==> src/rtl/sublist_col_streamer_pkg.sv <==
// Shared definitions for the sublist column streamer: character geometry
// defaults, FSM state encoding and a constant-friendly clog2.
package sublist_col_streamer_pkg;

    localparam int CHAR_H_DEF = 8;
    localparam int CHAR_W_DEF = 8;
    localparam int CPSBLN_DEF = 16;

    typedef enum logic [2:0] {
        ST_IDLE  = 3'd0,
        ST_FETCH = 3'd1,
        ST_DWELL = 3'd2,
        ST_DRAIN = 3'd3,
        ST_DONE  = 3'd4
    } state_t;

    // Never returns less than 1 so single-entry ranges still get a real bit.
    function automatic int clog2(input int value);
        int r;
        r = 0;
        while ((1 << r) < value) begin
            r = r + 1;
        end
        return (r < 1) ? 1 : r;
    endfunction

endpackage

==> src/rtl/sublist_col_fifo.sv <==
// Two-deep FIFO for returned ROM columns plus their end-of-subline flag;
// entry 0 is always the head so the output holds still while stalled.
module sublist_col_fifo #(
    parameter int WIDTH = 16
) (
    input  logic             clk,
    input  logic             rst,
    input  logic             push,
    input  logic [WIDTH-1:0] push_data,
    input  logic             push_last,
    input  logic             pop,
    output logic [WIDTH-1:0] head_data,
    output logic             head_last,
    output logic             valid,
    output logic [1:0]       count
);

    logic [WIDTH:0] ent0_r;
    logic [WIDTH:0] ent1_r;
    logic [1:0]     count_r;
    logic [WIDTH:0] wr_s;

    assign wr_s = {push_last, push_data};

    // Storage and occupancy; a pop with a push keeps the count unchanged.
    always_ff @(posedge clk) begin
        if (rst) begin
            ent0_r  <= '0;
            ent1_r  <= '0;
            count_r <= 2'd0;
        end else begin
            case (count_r)
                2'd0: begin
                    if (push) begin
                        ent0_r  <= wr_s;
                        count_r <= 2'd1;
                    end
                end
                2'd1: begin
                    if (push && pop) begin
                        ent0_r <= wr_s;
                    end else if (push) begin
                        ent1_r  <= wr_s;
                        count_r <= 2'd2;
                    end else if (pop) begin
                        count_r <= 2'd0;
                    end
                end
                2'd2: begin
                    if (pop) begin
                        ent0_r <= ent1_r;
                        if (push) begin
                            ent1_r <= wr_s;
                        end else begin
                            count_r <= 2'd1;
                        end
                    end
                end
                default: begin
                    count_r <= 2'd0;
                end
            endcase
        end
    end

    assign head_data = ent0_r[WIDTH-1:0];
    assign head_last = ent0_r[WIDTH];
    assign valid     = (count_r != 2'd0);
    assign count     = count_r;

endmodule

==> src/rtl/sublist_col_streamer.sv <==
// Walks a song's sublines column by column, reads NUM_LINES sublist ROMs in
// lockstep and streams packed columns out. KARAOKE_LOOP_EN: loop the song forever.
module sublist_col_streamer
    import sublist_col_streamer_pkg::*;
#(
    parameter int NUM_LINES    = 2,
    parameter int CHAR_H       = CHAR_H_DEF,
    parameter int CHAR_W       = CHAR_W_DEF,
    parameter int CPSBLN       = CPSBLN_DEF,
    parameter int NUM_SUBLINES = 64,
    parameter int DWELL        = 4,
    parameter int ADDR_W       = clog2(NUM_SUBLINES * CPSBLN * CHAR_W)
) (
    input  logic                              clk,
    input  logic                              rst,
    input  logic                              start,
    input  logic                              pause,
    output logic [ADDR_W-1:0]                 rom_addr,
    output logic                              rom_en,
    input  logic [NUM_LINES*CHAR_H-1:0]       rom_data,
    output logic                              col_valid,
    input  logic                              col_ready,
    output logic [NUM_LINES*CHAR_H-1:0]       col_data,
    output logic                              col_last,
    output logic [clog2(NUM_SUBLINES)-1:0]    subline_idx,
    output logic                              busy,
    output logic                              done
);

    localparam int DATA_W     = NUM_LINES * CHAR_H;
    localparam int SUB_W      = clog2(NUM_SUBLINES);
    localparam int CHR_W      = clog2(CPSBLN);
    localparam int COL_W      = clog2(CHAR_W);
    localparam int DW_W       = clog2(DWELL + 1);
    localparam int DWELL_LAST = (DWELL > 0) ? DWELL - 1 : 0;

    state_t            state_r, state_s;
    logic [SUB_W-1:0]  sub_r, sub_s;
    logic [CHR_W-1:0]  chr_r, chr_s;
    logic [COL_W-1:0]  col_r, col_s;
    logic [DW_W-1:0]   dwell_r, dwell_s;
    logic              inflight_r;
    logic              inflight_last_r;

    logic              fetch_s;
    logic              issue_s;
    logic              col_end_s, chr_end_s, sub_end_s;
    logic              line_end_s, song_end_s;
    logic              pop_s;
    logic              credit_s;
    logic              drained_s;
    logic [2:0]        pending_s;
    logic [1:0]        fifo_count_s;
    logic              fifo_valid_s;

    assign col_end_s  = (col_r == COL_W'(CHAR_W - 1));
    assign chr_end_s  = (chr_r == CHR_W'(CPSBLN - 1));
    assign sub_end_s  = (sub_r == SUB_W'(NUM_SUBLINES - 1));
    assign line_end_s = col_end_s && chr_end_s;
    assign song_end_s = line_end_s && sub_end_s;

    // A read is in flight for exactly one cycle: the cycle its data returns and is pushed.
    assign pop_s     = fifo_valid_s && col_ready;
    assign pending_s = {1'b0, fifo_count_s} + {2'b00, inflight_r};
    assign credit_s  = (pending_s < 3'd2) || (pop_s && (pending_s < 3'd3));
    assign drained_s = !inflight_r &&
                       ((fifo_count_s == 2'd0) || ((fifo_count_s == 2'd1) && pop_s));

    // Next-state, read issue and position-counter advance.
    always_comb begin
        state_s = state_r;
        sub_s   = sub_r;
        chr_s   = chr_r;
        col_s   = col_r;
        dwell_s = dwell_r;
        fetch_s = 1'b0;
        issue_s = 1'b0;

        case (state_r)
            ST_IDLE, ST_DONE: begin
                if (start) begin
                    fetch_s = 1'b1;
                    state_s = ST_FETCH;
                end else begin
                    state_s = state_r;
                end
            end
            ST_FETCH: begin
                fetch_s = 1'b1;
            end
            ST_DWELL: begin
                if (pause) begin
                    dwell_s = dwell_r;
                end else if (dwell_r == DW_W'(DWELL_LAST)) begin
                    dwell_s = '0;
                    state_s = ST_FETCH;
                end else begin
                    dwell_s = dwell_r + DW_W'(1);
                end
            end
            ST_DRAIN: begin
                if (drained_s) begin
                    state_s = ST_DONE;
                end else begin
                    state_s = ST_DRAIN;
                end
            end
            default: begin
                state_s = ST_IDLE;
            end
        endcase

        if (fetch_s && !pause && credit_s && !rst) begin
            issue_s = 1'b1;
            if (!col_end_s) begin
                col_s = col_r + COL_W'(1);
            end else begin
                col_s = '0;
                if (!chr_end_s) begin
                    chr_s = chr_r + CHR_W'(1);
                end else begin
                    chr_s = '0;
                    sub_s = sub_end_s ? '0 : sub_r + SUB_W'(1);
                end
            end
            if (song_end_s) begin
`ifdef KARAOKE_LOOP_EN
                state_s = (DWELL > 0) ? ST_DWELL : ST_FETCH;
`else
                state_s = ST_DRAIN;
`endif
            end else if (line_end_s) begin
                state_s = (DWELL > 0) ? ST_DWELL : ST_FETCH;
            end else begin
                state_s = ST_FETCH;
            end
        end else begin
            issue_s = 1'b0;
        end
    end

    // State, position counters and the single-cycle in-flight tracker.
    always_ff @(posedge clk) begin
        if (rst) begin
            state_r         <= ST_IDLE;
            sub_r           <= '0;
            chr_r           <= '0;
            col_r           <= '0;
            dwell_r         <= '0;
            inflight_r      <= 1'b0;
            inflight_last_r <= 1'b0;
        end else begin
            state_r         <= state_s;
            sub_r           <= sub_s;
            chr_r           <= chr_s;
            col_r           <= col_s;
            dwell_r         <= dwell_s;
            inflight_r      <= issue_s;
            inflight_last_r <= issue_s && line_end_s;
        end
    end

    sublist_col_fifo #(
        .WIDTH (DATA_W)
    ) u_fifo (
        .clk       (clk),
        .rst       (rst),
        .push      (inflight_r),
        .push_data (rom_data),
        .push_last (inflight_last_r),
        .pop       (pop_s),
        .head_data (col_data),
        .head_last (col_last),
        .valid     (fifo_valid_s),
        .count     (fifo_count_s)
    );

    assign rom_en      = issue_s;
    assign rom_addr    = ADDR_W'((int'(sub_r) * CPSBLN + int'(chr_r)) * CHAR_W + int'(col_r));
    assign col_valid   = fifo_valid_s;
    assign subline_idx = sub_r;
    assign busy        = (state_r == ST_FETCH) || (state_r == ST_DWELL);
`ifdef KARAOKE_LOOP_EN
    assign done        = 1'b0;
`else
    assign done        = (state_r == ST_DONE);
`endif

endmodule
==> config.mk <==
export PLATFORM = sky130hd
export DESIGN_NAME = sublist_col_streamer
export DESIGN_NICKNAME = d
export VERILOG_FILES = /design/src/rtl/sublist_col_streamer_pkg.sv /design/src/rtl/sublist_col_fifo.sv /design/src/rtl/sublist_col_streamer.sv
export SDC_FILE = /design/constraint.sdc
export NUM_CORES = 1
export LEC_CHECK = 0
export CORE_ASPECT_RATIO = 0.6
export CORE_MARGIN = 1
export CORE_UTILIZATION = 50
export CTS_CLUSTER_DIAMETER = 60
export CTS_CLUSTER_SIZE = 16
export DETAILED_ROUTE_END_ITERATION = 12
export DONT_BUFFER_PORTS = 1
export GPL_ROUTABILITY_DRIVEN = 0
export SKIP_LAST_GASP = 1
export SLEW_MARGIN = 20
export SYNTH_ARGS = -nofsm -noshare
export SYNTH_HDL_FRONTEND = slang
export SYNTH_SLANG_ARGS = --single-unit
==> constraint.sdc <==
create_clock -name clk -period 3 [get_ports clk]
set_input_delay 0.75 -clock clk [delete_from_list [all_inputs] [get_ports clk]]
set_output_delay 0.75 -clock clk [all_outputs]
set_load 0.02 [all_outputs]
==> out/results.txt, run 1 <==
status - completed
cell area after synthesis - 2655 sq um
Post-synth top flop - dfxtp_1
WP data required - 2.25 ns
met2 WL - 1959 microns
CTS HTree Levels - 3
CTS tree - yes
total placed instance area - 2644 sq um
Post-Route M1 WL - 2728 microns
Unique masters post-synth - 39
CTS Buffer Depth - 2
clock sink count - 57
Nets - 314
largest net degree at the start of global routing - 58
Worst R2R Start - u_fifo.count[1]$_SDFFE_PP0P_
Clock Skews - 0.009579 ns
placed insts - 340
initial drt markers - 83
IR drop worst, VDD - 0.0002676 V
vias per cell - 5.424
final setup violation count - 0
setup_tns - 0 ns
Die W - 96.08 microns
Crit-path slowest cell - dfxtp_1
most frequent cell after synthesis - dfxtp_1
Reg-to-Reg End - subline_idx[5]$_SDFFE_PP0P_
total gr overflow - 0
Final Non-Filler Cells - 356
fmax - 0.3612 GHz
highest metal used - met4
PD cells - 637.4 nW/um^2
Pre-antenna DRT Iters - 5
Mapped Cells - 293
first-pass GRT wire length - 8183 microns
Ports - 61
GRT Total Usage - 19.60%
number of port buffers - 0
Worst slew margin - 50.78%
Reg clk slew, reported paths - 0.06 ns
synth cell count leaders - dfxtp_1, nor2_1, mux2i_1
layout cells sized above 1 - 8.621%
Initial Utilization - 52.27%
full die area - 5615 sq um
sequential element share of the synthesized area - 42.98%
reg2reg setup slack - 0.66 ns
Tcrit/Tclk final - 92.28%
largest cells by area after synthesis - dfxtp_1, mux2i_1, nor2_1, a211oi_1, ha_1
critical-path cell list - ha_1 -> inv_1 -> ha_1 -> nand2_1 -> a41oi_4 -> or2_4 -> clkinvlp_4
post-synth top area share - 42.98%
FFs w/ async S/R, synth - 0%
Final Cell Area - 2861 sq um
Place WS - 0.4143 ns
Synth Register Bits - 57
crit-path most repeated cell - ha_1
CP Launch Type - flop
DR vias - 1931
wire per inst - 14.48 microns
Post-DP HPWL - 3468 microns
Die Ht - 58.45 microns
drt total wl - 5155 microns
Hold Path Cell Cnt - 2
number of global-route vias before repair - 1686
WP data arrival - 2.02 ns
Area Growth Syn to Fin - 7.776%
# DRC - 0
EDFF count, synth - 0
Post-CTS Hold Fix Bufs - 0
Post-Syn Nets - 322
fin worst setup slack - 0.2315 ns
antenna violations before repair - 0
Register-to-Register Path Depth - 7
hold path start - dwell_r[1]$_SDFFE_PP0P_
Num CTS Buffers - 9
post-route ant nets - 0
Max-Cap Viols - 0
pins over their slew limit - 0
Synth Area per Inst - 9.062 sq um
final hold vios - 0
Yosys top cell by area - dfxtp_1
critical path class - reg2out
clk root buf - clkbuf_8
ANT cells - 0
Worst-Skew Late Latency - 0.33 ns
CP max stage delay - 0.41 ns
setup repair after global routing missed its margin - no
CP max FO - 8
# rows - 20
leakage power - 1.248 nW
Synth warnings - 0
Crit. End Element - output pin
Hold EP - dwell_r[1]$_SDFFE_PP0P_
Tmin final - 2.769 ns
WL met3 - 424 microns
Worst Hold Class - reg2reg
worst-margin pin slew - 0.7326 ns
Core ar. - 5080 sq um
## routing by layer
metal / GRT usage (%) / up-vias
li1: - / 1004
met1: 27.80 / 876
met2: 24.32 / 46
met3: 10.34 / 5
met4: 7.676 / 0
met5: 0 / -
## timing repair
item / CTS / global route
setup endpoints to repair: 0 / 1
gates resized for setup: 0 / 2
setup buffers: 0 / 0
## flip-flops by register name, summed over array words and instances, names as in the netlist, 2 cells and up
signal	flops
u_fifo.ent0_r	17
dwell_r	3
subline_idx	6
col_r	3
chr_r	4
u_fifo.ent1_r	17
u_fifo.count	2
state_r	3
## critical path: cells and delay by family, from the launching register on
kind | cells | cell delay (ns)
AOI/OAI and AO/OA | 1 | 0.26
adders and majority gates | 2 | 0.47
buffers and inverters | 2 | 0.24
DFF | 1 | 0.41
and+or+nand+nor | 2 | 0.32
## layout by cell type, fill, tap and decap left out, types with 2 or more instances in the layout
cell type	synthesis	routed
mux2i_1	36	36
o21ai_0	7	7
a211oi_1	17	17
dfxtp_1	57	57
bufinv_16	0	2
xnor2_1	4	4
ha_1	8	8
nand3_1	5	5
or3_1	6	6
inv_1	10	9
a21oi_1	18	18
nand2b_1	4	4
nor3_1	10	10
nand4_1	2	2
or2_4	1	2
clkinvlp_4	0	3
nand2_1	14	14
nor2b_1	5	5
clkbuf_1	8	2
buf_4	6	3
nor2_1	48	48
o22ai_1	2	2
nand3b_1	2	2
clkbuf_8	0	9
## how the worst max path moves through the flow
stage | start | endpoint | slack [ns] | cells past startpoint
finish | inflight_r$_SDFF_PP0_ | rom_en | 0.23 | 7
global route | inflight_r$_SDFF_PP0_ | rom_en | 0.06 | 7
CTS | u_fifo.count[1]$_SDFFE_PP0P_ | rom_en | 0.05 | 6
detailed placement | u_fifo.count[1]$_SDFFE_PP0P_ | rom_en | 0.41 | 6
global placement | u_fifo.count[1]$_SDFFE_PP0P_ | rom_en | 0.48 | 6
floorplan | inflight_r$_SDFF_PP0_ | rom_en | 0.53 | 8
## final cells by class
type                       instances  area [sq um]
tap                               66         82.58
inverter                          10         41.29
clock inverter                     5         80.08
clock buffer                      11         131.4
fill                             477          2218
timing repair buffer               3         22.52
multi-input combinational        204          1363
sequential                        57          1141
## stage by stage
stage | power (mW) | utilization (%) | hold slack, ns
finish | 1.824 | 56.33 | 0.4515
CTS | 1.849 | 56.21 | 0.4534
global placement | 1.076 | 52.04 | 0.4366
global route | 1.912 | 56.33 | 0.4583
detailed placement | 1.077 | 52.04 | 0.4442
floorplan | 1.050 | - | 0.4261
## report_power, final
part           total, mW  switching, mW  internal (mW)
registers          0.877         0.0775          0.799
clock network      0.763          0.296          0.466
logic              0.185          0.107         0.0776
total               1.82          0.481           1.34
## logic make-up after synthesis
| logic type | count (synthesis) | share of synthesized area, % |
|---|---|---|
| AND/OR/NAND/NOR | 107 | 19.51 |
| AO/OA/AOI/OAI | 49 | 12.63 |
| XOR/XNOR | 4 | 1.319 |
| multiplexers | 36 | 13.57 |
| adder cells (fa/ha/maj) | 8 | 3.770 |
| flip-flops | 57 | 42.98 |
| buffers and inverters | 32 | 6.220 |
No activity file was read; power rests on OpenSTA's default activity.
==> run 2: changes to the inputs <==
Settings changed: SLEW_MARGIN 20 to unset.
==> results of run 2 <==
Final layout, timing and power as in run 1 (identical DEF).
